**config.mk**
```make
export PLATFORM = sky130hd
export DESIGN_NAME = param_cache_ctrl
export DESIGN_NICKNAME = d
export VERILOG_FILES = /design/src/rtl/param_cache_ctrl.sv
export SDC_FILE = /design/constraint.sdc
export NUM_CORES = 2
export LEC_CHECK = 0
export BUFFER_PORTS_ARGS = -buffer_cell sky130_fd_sc_hd__buf_4
export CORE_MARGIN = 4
export CORE_UTILIZATION = 32
export DETAILED_ROUTE_END_ITERATION = 16
export HOLD_SLACK_MARGIN = 0.12
export SLEW_MARGIN = 20
export SYNTH_ARGS = -nofsm -noshare
export SYNTH_HDL_FRONTEND = slang
export SYNTH_MEMORY_MAX_BITS = 65536
export SYNTH_SLANG_ARGS = --single-unit
```
**constraint.sdc**
```tcl
create_clock -name CLK -period 6.1 [get_ports CLK]
set_input_delay 0.305 -clock CLK [delete_from_list [all_inputs] [get_ports CLK]]
set_output_delay 0.305 -clock CLK [all_outputs]
set_load 0.02 [all_outputs]
```
**src/rtl/param_cache_ctrl.sv**
```systemverilog
// param_cache_ctrl: direct-mapped write-through cache with a block-refill miss controller and hit/miss counters
module param_cache_ctrl #(
    parameter int ADDR_W   = 10,
    parameter int WORD_W   = 32,
    parameter int INDEX_W  = 5,
    parameter int OFFSET_W = 2,
    parameter int CNT_W    = 16
) (
    input  logic                         CLK,
    input  logic                         RST,
    input  logic                         CpuReq,
    input  logic                         CpuWe,
    input  logic [ADDR_W-1:0]            CpuAddr,
    input  logic [WORD_W-1:0]            CpuWData,
    input  logic                         Flush,
    output logic                         CpuReady,
    output logic                         CpuDone,
    output logic [WORD_W-1:0]            CpuRData,
    output logic                         MemRdReq,
    output logic [ADDR_W-OFFSET_W-1:0]   MemRdAddr,
    input  logic                         MemRdValid,
    input  logic [(WORD_W<<OFFSET_W)-1:0] MemRdData,
    output logic                         MemWrReq,
    output logic [ADDR_W-1:0]            MemWrAddr,
    output logic [WORD_W-1:0]            MemWrData,
    input  logic                         MemWrAck,
    output logic [CNT_W-1:0]             HitCount,
    output logic [CNT_W-1:0]             MissCount
);
    localparam int TAG_W = ADDR_W - INDEX_W - OFFSET_W;
    localparam int LINES = 1 << INDEX_W;
    localparam int WORDS = 1 << OFFSET_W;
    localparam int BLK_W = ADDR_W - OFFSET_W;
    localparam logic [1:0] IDLE  = 2'd0;
    localparam logic [1:0] FILL  = 2'd1;
    localparam logic [1:0] WRITE = 2'd2;

    logic [1:0]          state_q, state_d;
    logic [LINES-1:0]    valid_q, valid_d;
    logic [TAG_W-1:0]    tag_q [LINES];
    logic [WORD_W-1:0]   data_q [LINES][WORDS];
    logic                done_q, done_d;
    logic [WORD_W-1:0]   rdata_q, rdata_d;
    logic                rd_req_q, rd_req_d;
    logic [BLK_W-1:0]    rd_addr_q, rd_addr_d;
    logic [OFFSET_W-1:0] off_q, off_d;
    logic                wr_req_q, wr_req_d;
    logic [ADDR_W-1:0]   wr_addr_q, wr_addr_d;
    logic [WORD_W-1:0]   wr_data_q, wr_data_d;
    logic [CNT_W-1:0]    hit_cnt_q, hit_cnt_d;
    logic [CNT_W-1:0]    miss_cnt_q, miss_cnt_d;

    logic [TAG_W-1:0]    req_tag;
    logic [INDEX_W-1:0]  req_idx;
    logic [OFFSET_W-1:0] req_off;
    logic [INDEX_W-1:0]  fill_idx;
    logic [TAG_W-1:0]    fill_tag;
    logic hit, acc, rd_hit, rd_miss, wr_acc, fill_done, wr_done;

    assign req_tag   = CpuAddr[ADDR_W-1 -: TAG_W];
    assign req_idx   = CpuAddr[OFFSET_W +: INDEX_W];
    assign req_off   = CpuAddr[OFFSET_W-1:0];
    assign fill_idx  = rd_addr_q[INDEX_W-1:0];
    assign fill_tag  = rd_addr_q[BLK_W-1 -: TAG_W];
    assign CpuReady  = (state_q == IDLE) & ~Flush;
    assign hit       = valid_q[req_idx] & (tag_q[req_idx] == req_tag);
    assign acc       = CpuReq & CpuReady;
    assign rd_hit    = acc & ~CpuWe & hit;
    assign rd_miss   = acc & ~CpuWe & ~hit;
    assign wr_acc    = acc & CpuWe;
    assign fill_done = (state_q == FILL) & MemRdValid;
    assign wr_done   = (state_q == WRITE) & MemWrAck;

    always_comb begin
        state_d    = rd_miss ? FILL : wr_acc ? WRITE : (fill_done | wr_done) ? IDLE : state_q;
        valid_d    = (state_q == IDLE && Flush) ? '0
                   : fill_done ? (valid_q | (LINES'(1) << fill_idx)) : valid_q;
        done_d     = rd_hit | fill_done | wr_done;
        rdata_d    = rd_hit ? data_q[req_idx][req_off]
                   : fill_done ? MemRdData[off_q*WORD_W +: WORD_W] : rdata_q;
        rd_req_d   = rd_miss | (rd_req_q & ~fill_done);
        rd_addr_d  = rd_miss ? CpuAddr[ADDR_W-1:OFFSET_W] : rd_addr_q;
        off_d      = rd_miss ? req_off : off_q;
        wr_req_d   = wr_acc | (wr_req_q & ~wr_done);
        wr_addr_d  = wr_acc ? CpuAddr : wr_addr_q;
        wr_data_d  = wr_acc ? CpuWData : wr_data_q;
        hit_cnt_d  = (acc & hit & (hit_cnt_q != '1)) ? hit_cnt_q + CNT_W'(1) : hit_cnt_q;
        miss_cnt_d = (acc & ~hit & (miss_cnt_q != '1)) ? miss_cnt_q + CNT_W'(1) : miss_cnt_q;
    end

    always_ff @(posedge CLK) begin
        if (RST) begin
            state_q    <= IDLE;
            valid_q    <= '0;
            done_q     <= 1'b0;
            rdata_q    <= '0;
            rd_req_q   <= 1'b0;
            rd_addr_q  <= '0;
            off_q      <= '0;
            wr_req_q   <= 1'b0;
            wr_addr_q  <= '0;
            wr_data_q  <= '0;
            hit_cnt_q  <= '0;
            miss_cnt_q <= '0;
        end else begin
            state_q    <= state_d;
            valid_q    <= valid_d;
            done_q     <= done_d;
            rdata_q    <= rdata_d;
            rd_req_q   <= rd_req_d;
            rd_addr_q  <= rd_addr_d;
            off_q      <= off_d;
            wr_req_q   <= wr_req_d;
            wr_addr_q  <= wr_addr_d;
            wr_data_q  <= wr_data_d;
            hit_cnt_q  <= hit_cnt_d;
            miss_cnt_q <= miss_cnt_d;
        end
    end

    always_ff @(posedge CLK) begin
        if (!RST) begin
            if (fill_done) begin
                tag_q[fill_idx] <= fill_tag;
                for (int w = 0; w < WORDS; w++)
                    data_q[fill_idx][w] <= MemRdData[w*WORD_W +: WORD_W];
            end
            if (wr_acc & hit)
                data_q[req_idx][req_off] <= CpuWData;
        end
    end

    assign CpuDone   = done_q;
    assign CpuRData  = rdata_q;
    assign MemRdReq  = rd_req_q;
    assign MemRdAddr = rd_addr_q;
    assign MemWrReq  = wr_req_q;
    assign MemWrAddr = wr_addr_q;
    assign MemWrData = wr_data_q;
    assign HitCount  = hit_cnt_q;
    assign MissCount = miss_cnt_q;
endmodule

```
Yosys cells after proc, flatten, opt, wreduce, memory -nomap -nowiden --
Memories as Yosys holds them, arrays and structs flattened. Cells that the tools add are included.
Storage, ports and cells: flip-flop bits (word level) 153, bits in writable memories 4192, output and inout bits 118, logic and storage cells 85, memories 2
Memories:
- data_q | depth 32, width 128, rd ports 1, clocked after memory_dff 0, write ports 1, RTL line 41 | logic [WORD_W-1:0] data_q [LINES][WORDS];
- tag_q | depth 32, width 3, rd ports 1, clocked after memory_dff 0, write ports 1, RTL line 40 | logic [TAG_W-1:0] tag_q [LINES];
Cells by class: $add $sub $neg 2, $lt $le $gt $ge 3, equal/unequal tests 5, shifts and indexed selects 2, mux-type cells 21, bitwise operators 28, reduce and logical (&&, ||, !) cells 9
Operator list (number):
- 128-bit two-way mux | 3
- 32-bit two-way mux | 5
- 128-bit OR reduction | 1
- 128-bit by 8-bit indexed part select with 32-bit output | 1
- 32-bit binary-select mux with 2-bit select | 1
- 32-bit demux with 2-bit select | 1
- 16-bit by 1-bit adder with 16-bit output (second input constant) | 2
- 16-bit inequality test (second input constant) | 2
- 32-bit OR | 1
- 1-bit by 5-bit left shift with 32-bit output (first input constant) | 1
- 1-bit AND | 16
- 1-bit two-way mux | 7
- 5-bit by 6-bit less-than comparator with 1-bit output (second input constant) | 1
- 1-bit binary-select mux with 5-bit select | 1
- 5-bit two-way mux | 1
- 1-bit NOT | 5
- 1-bit OR | 5
- 2-bit two-way mux | 2
- 2-bit nonzero test | 2
- 2-bit OR reduction | 2
- 3-bit == test | 1
- 3-bit >= comparator (second input constant) | 1
- 3-bit by 1-bit less-than comparator with 1-bit output (second input constant) | 1
- 2-bit NOT with 3-bit output | 1
- 5 further kinds | 6

Logic depth before layout (Yosys ltp) --
depth after elaboration 10, mapped depth 16, gate-level depth less buffers 9

Least setup slack after synthesis --
OpenSTA, ideal clock, no wires.
kind in2reg, from in CpuAddr[2], to mem data_q[3][32] (netlist bit) (enable), setup time 0.421 ns, arrival time 4.179 ns, setup slack 1.500 ns, stages on the path 12, path through buf_2 -> buf_2 -> mux4_2 -> mux4_2 -> a21oi_1 -> nor2_1 -> and3_1 -> buf_2 -> buf_4 -> buf_4 -> mux2i_1 -> nor2_1
Between the ends: longest elaborated chain between the ends 9, elaborated cells between the ends (all ways) 12, those cells by class eq/ne (1); mux (7); bitwise (2); reduce/logical (1); memory (1)
Ends and longest elaborated chain:
- start, declared | RTL line 13 | input logic [ADDR_W-1:0] CpuAddr,
- memory read 32 x 3 bit / 1-bit binary-select mux with 5-bit select (equally long branches)
- 3-bit == test / 1-bit two-way mux (equally long branches) | RTL line 66 | assign hit = valid_q[req_idx] & (tag_q[req_idx] == req_tag);
- 1-bit AND | RTL line 66
- 1-bit AND | RTL line 128 | if (wr_acc & hit)
- 1-bit two-way mux | RTL line 128
- 1-bit two-way mux | RTL line 122 | if (!RST) begin
- 128-bit two-way mux (implied by the code) | RTL line 129 | data_q[req_idx][req_off] <= CpuWData;
- 128-bit OR reduction (no source line)
- 5-bit two-way mux (no source line) / 128-bit two-way mux (equally long branches)
- end, declared | RTL line 41
Several ways; a longest one is shown, not always the timed one. The select of a mux whose other input is x is not followed.

Worst setup path in the final report --
from in CpuAddr[5], to mem data_q[21][62] (netlist bit) (data pin)
Between the ends: longest elaborated chain between the ends 9, elaborated cells between the ends (all ways) 11, those cells by class eq/ne (1); mux (6); bitwise (2); reduce/logical (1); memory (1)
Ends and longest elaborated chain (RTL line):
- memory read 32 x 3 bit / 1-bit binary-select mux with 5-bit select (equally long branches)
- 3-bit == test / 1-bit two-way mux (equally long branches) | 66
- 1-bit AND (*) | 66
- 1-bit AND (*) | 128
- 1-bit two-way mux (*) | 128
- 1-bit two-way mux (*) | 122
- 128-bit two-way mux (implied by the code) (*) | 129
- 128-bit OR reduction (no source line) (*)
- 128-bit two-way mux (no source line) (*)
Mark *: on every way between the ends. The rest lies on a longest branch, timed or not. The select of a mux whose other input is x is not followed.

==> results.cfg <==
[placed_design]
post-place-ws_ns = 0.472
dpl-instance-area_mm2 = 0.183
io_buffers = 294
hpwl_mm = 294
gp_congestion = 0.860

[critical_path]
cp.required_ns = 6.67
crit_path_max_fanout = 32
cp-start-kind = input pin
crit_chain = dlygate4sd3_1 -> buf_4 -> nor2_1 -> a22oi_1 -> a2111oi_0 -> a31oi_1 -> or4b_1 -> nor2_1 -> and3_4 -> buf_4 -> nand2_1 -> nand2_1
setup.worst_path.end_class = flop
startpoint = CpuAddr[5]
critical_path_class = input pin to flop
slowest_delay_ns = 1.01
r2r-start = tag_q[14][2]$_DFFE_PP_
crit_arrival_ns = 5.92
slowest_stage = nand2_1

[yosys]
ys.flop_type = edfxtp_1
synth.top_cells.by_count = edfxtp_1 (4192), mux4_2 (1196), nand2_1 (481)
yosys.area.top_type_share_pct = 74.5
syn_area_mm2 = 0.169
syn_nets = 8107
async_flop_share_pct = 0
ys_warn_count = 0
synth_top_area_cell = edfxtp_1
synth_edf_count = 4192
yosysUniqueCellTypes = 57
yosys-top-cells-area = edfxtp_1 (74%), mux4_2 (16%), mux2i_1 (2.0%)
synth-seq-cells = 4345
avgSynthCellArea_um2 = 21.3
ys_seq_area_share_pct = 76.3
syn_inst = 7928
synth_most_common_cell = edfxtp_1

[global_routing]
grt_antenna_before_repair = 53
grt_max_degree = 135
grt_pass1_vias = 87900
grt_usage_pct = 18.0
grt_pass1_wl_mm = 692
grt-ovfl-total = 0

[hold_path]
hold_path.class = input pin to flop
worstHoldStart = MemRdData[40]

[timing]
setup_viol = 0
setup_ws_ns = 0.746
period_share_pct = 87.8
setup-tns-final_ns = 0
finClkSkew_ns = 0.133
slew_viol_final = 0
layout_min_cycle_time_ns = 5.35
hold_viol = 0
fmax_ghz = 0.187
relSlewSlack_pct = 18.0
rsz0062_at_grt = false
worst_pin_slew_ns = 1.20

[die]
core_mm2 = 0.526
die_h_um = 735
die_w_um = 735
ios = 295
start_util_pct = 32.2
die-area_mm2 = 0.540
rows = 266

[power]
vdd_drop_max_uv = 276
p_per_area_mw_per_mm2 = 311
p_leak_nw = 63.2

[job]
maxCapViolCount = 0

[detailed_routing]
wl_per_cell_um = 30.9
wl_met1_mm = 191
first_pass_iters = 6
drc_errors = 0
avgViaCountPerCell = 5.41
via_count = 87400
ant_nets = 0
wl_met2_mm = 230
drtIter0Drc = 10900
met3_wirelength_mm = 57.5
wl_mm = 499
top_layer_used = met5

[final_layout]
drive_gt1_share_pct = 29.3
fin_area_mm2 = 0.199
nets = 9013
syn_to_final_growth_pct = 17.7

[clock_network]
cts_buffers = 419
hold_buffers = 229
clockBufferDepth = 4
clock-root-buffer = clkbuf_16
htree_levels = 5
ctsResizeCount = 0
clk_latency_ns = 1.02
tritoncts = built
cts.clk_slew.worst_paths_ns = 0.07
post_cts_buffers = 0
cts.sinks = 4345

[status]
status = finished clean
-- layer usage --
metal	global-route usage, %	vias to the layer above
met5	0	-
met4	6.42	22
met3	5.46	902
met2	28.2	4587
met1	23.9	47100
li1	-	34800
-- cell usage in the layout (no fill, tap or decap), types with 136 or more instances in the layout --
cell           count
mux4_2          1196
a22oi_1          141
inv_1            136
mux2i_1          344
nor2_1           158
dfxtp_1          148
clkbuf_16        421
edfxtp_1        4192
nand2_1          475
buf_4            666
dlygate4sd3_1    229
-- where the power goes --
| part | leakage, nW | switching, mW | internal (mW) |
|---|---|---|---|
| clock network | 6.65 | 11.2 | 14.6 |
| registers | 38.8 | 0.0346 | 32.7 |
| logic | 17.8 | 2.09 | 1.30 |
| total | 63.2 | 13.3 | 48.6 |
-- cell families after synthesis --
kind of cell               Yosys count  synth area share [%]
buffers and inverters              601                  1.45
muxes                             1541                  18.0
and+or+nand+nor                    982                  2.47
AOI/OAI and AO/OA                  442                  1.74
xor gates and xnor gates            15                0.0777
DFF                               4345                  76.3
adders and majority gates            2                0.0148
-- worst max-delay path: cells and delay by family --
kind	cells	cell delay, ns
AND/OR/NAND/NOR	6	3.42
buffers and inverters	3	1.31
AO/OA/AOI/OAI	3	0.80
-- sequential cells by signal, indices dropped and copies added, names as in the netlist --
name	count
MemRdAddr	8
CpuRData	32
CpuDone	1
MemWrReq	1
valid_q	32
off_q	2
MemWrData	32
MemWrAddr	10
data_q	4096
MissCount	16
MemRdReq	1
HitCount	16
state_q	2
tag_q	96
-- area by class of cell --
class	count	area [µm²]
Antenna cell	14	35.0
Clock inverter	256	2650
Timing Repair Buffer	948	8330
Tap cell	6968	8720
Multi-Input combinational cell	2982	38800
Sequential cell	4345	129000
Clock buffer	511	11000
Inverter	138	518
Fill cell	46600	327000
-- through the flow --
stage	instances	total power [mW]	hold slack (ns)	util, %
after floorplan	7928	35.2	0.431	-
after global routing	16200	63.8	0.173	37.9
after detailed placement	15200	36.7	0.450	34.8
final	16200	62.0	0.139	37.9
after global placement	15200	36.6	0.445	34.8
after CTS	16100	62.4	0.123	37.8
-- final timing paths --
path	endpoint	slack, ns	cells after the start
worst max-delay path	data_q[21][62]$_DFFE_PP_	0.75	12
worst min-delay path	data_q[1][72]$_DFFE_PP_	0.14	3
worst max register to register	data_q[21][62]$_DFFE_PP_	0.95	10
worst min register to register	MemWrData[0]$_SDFFE_PP0P_	0.46	2
Note: power is estimated with default switching activity, not from simulation.
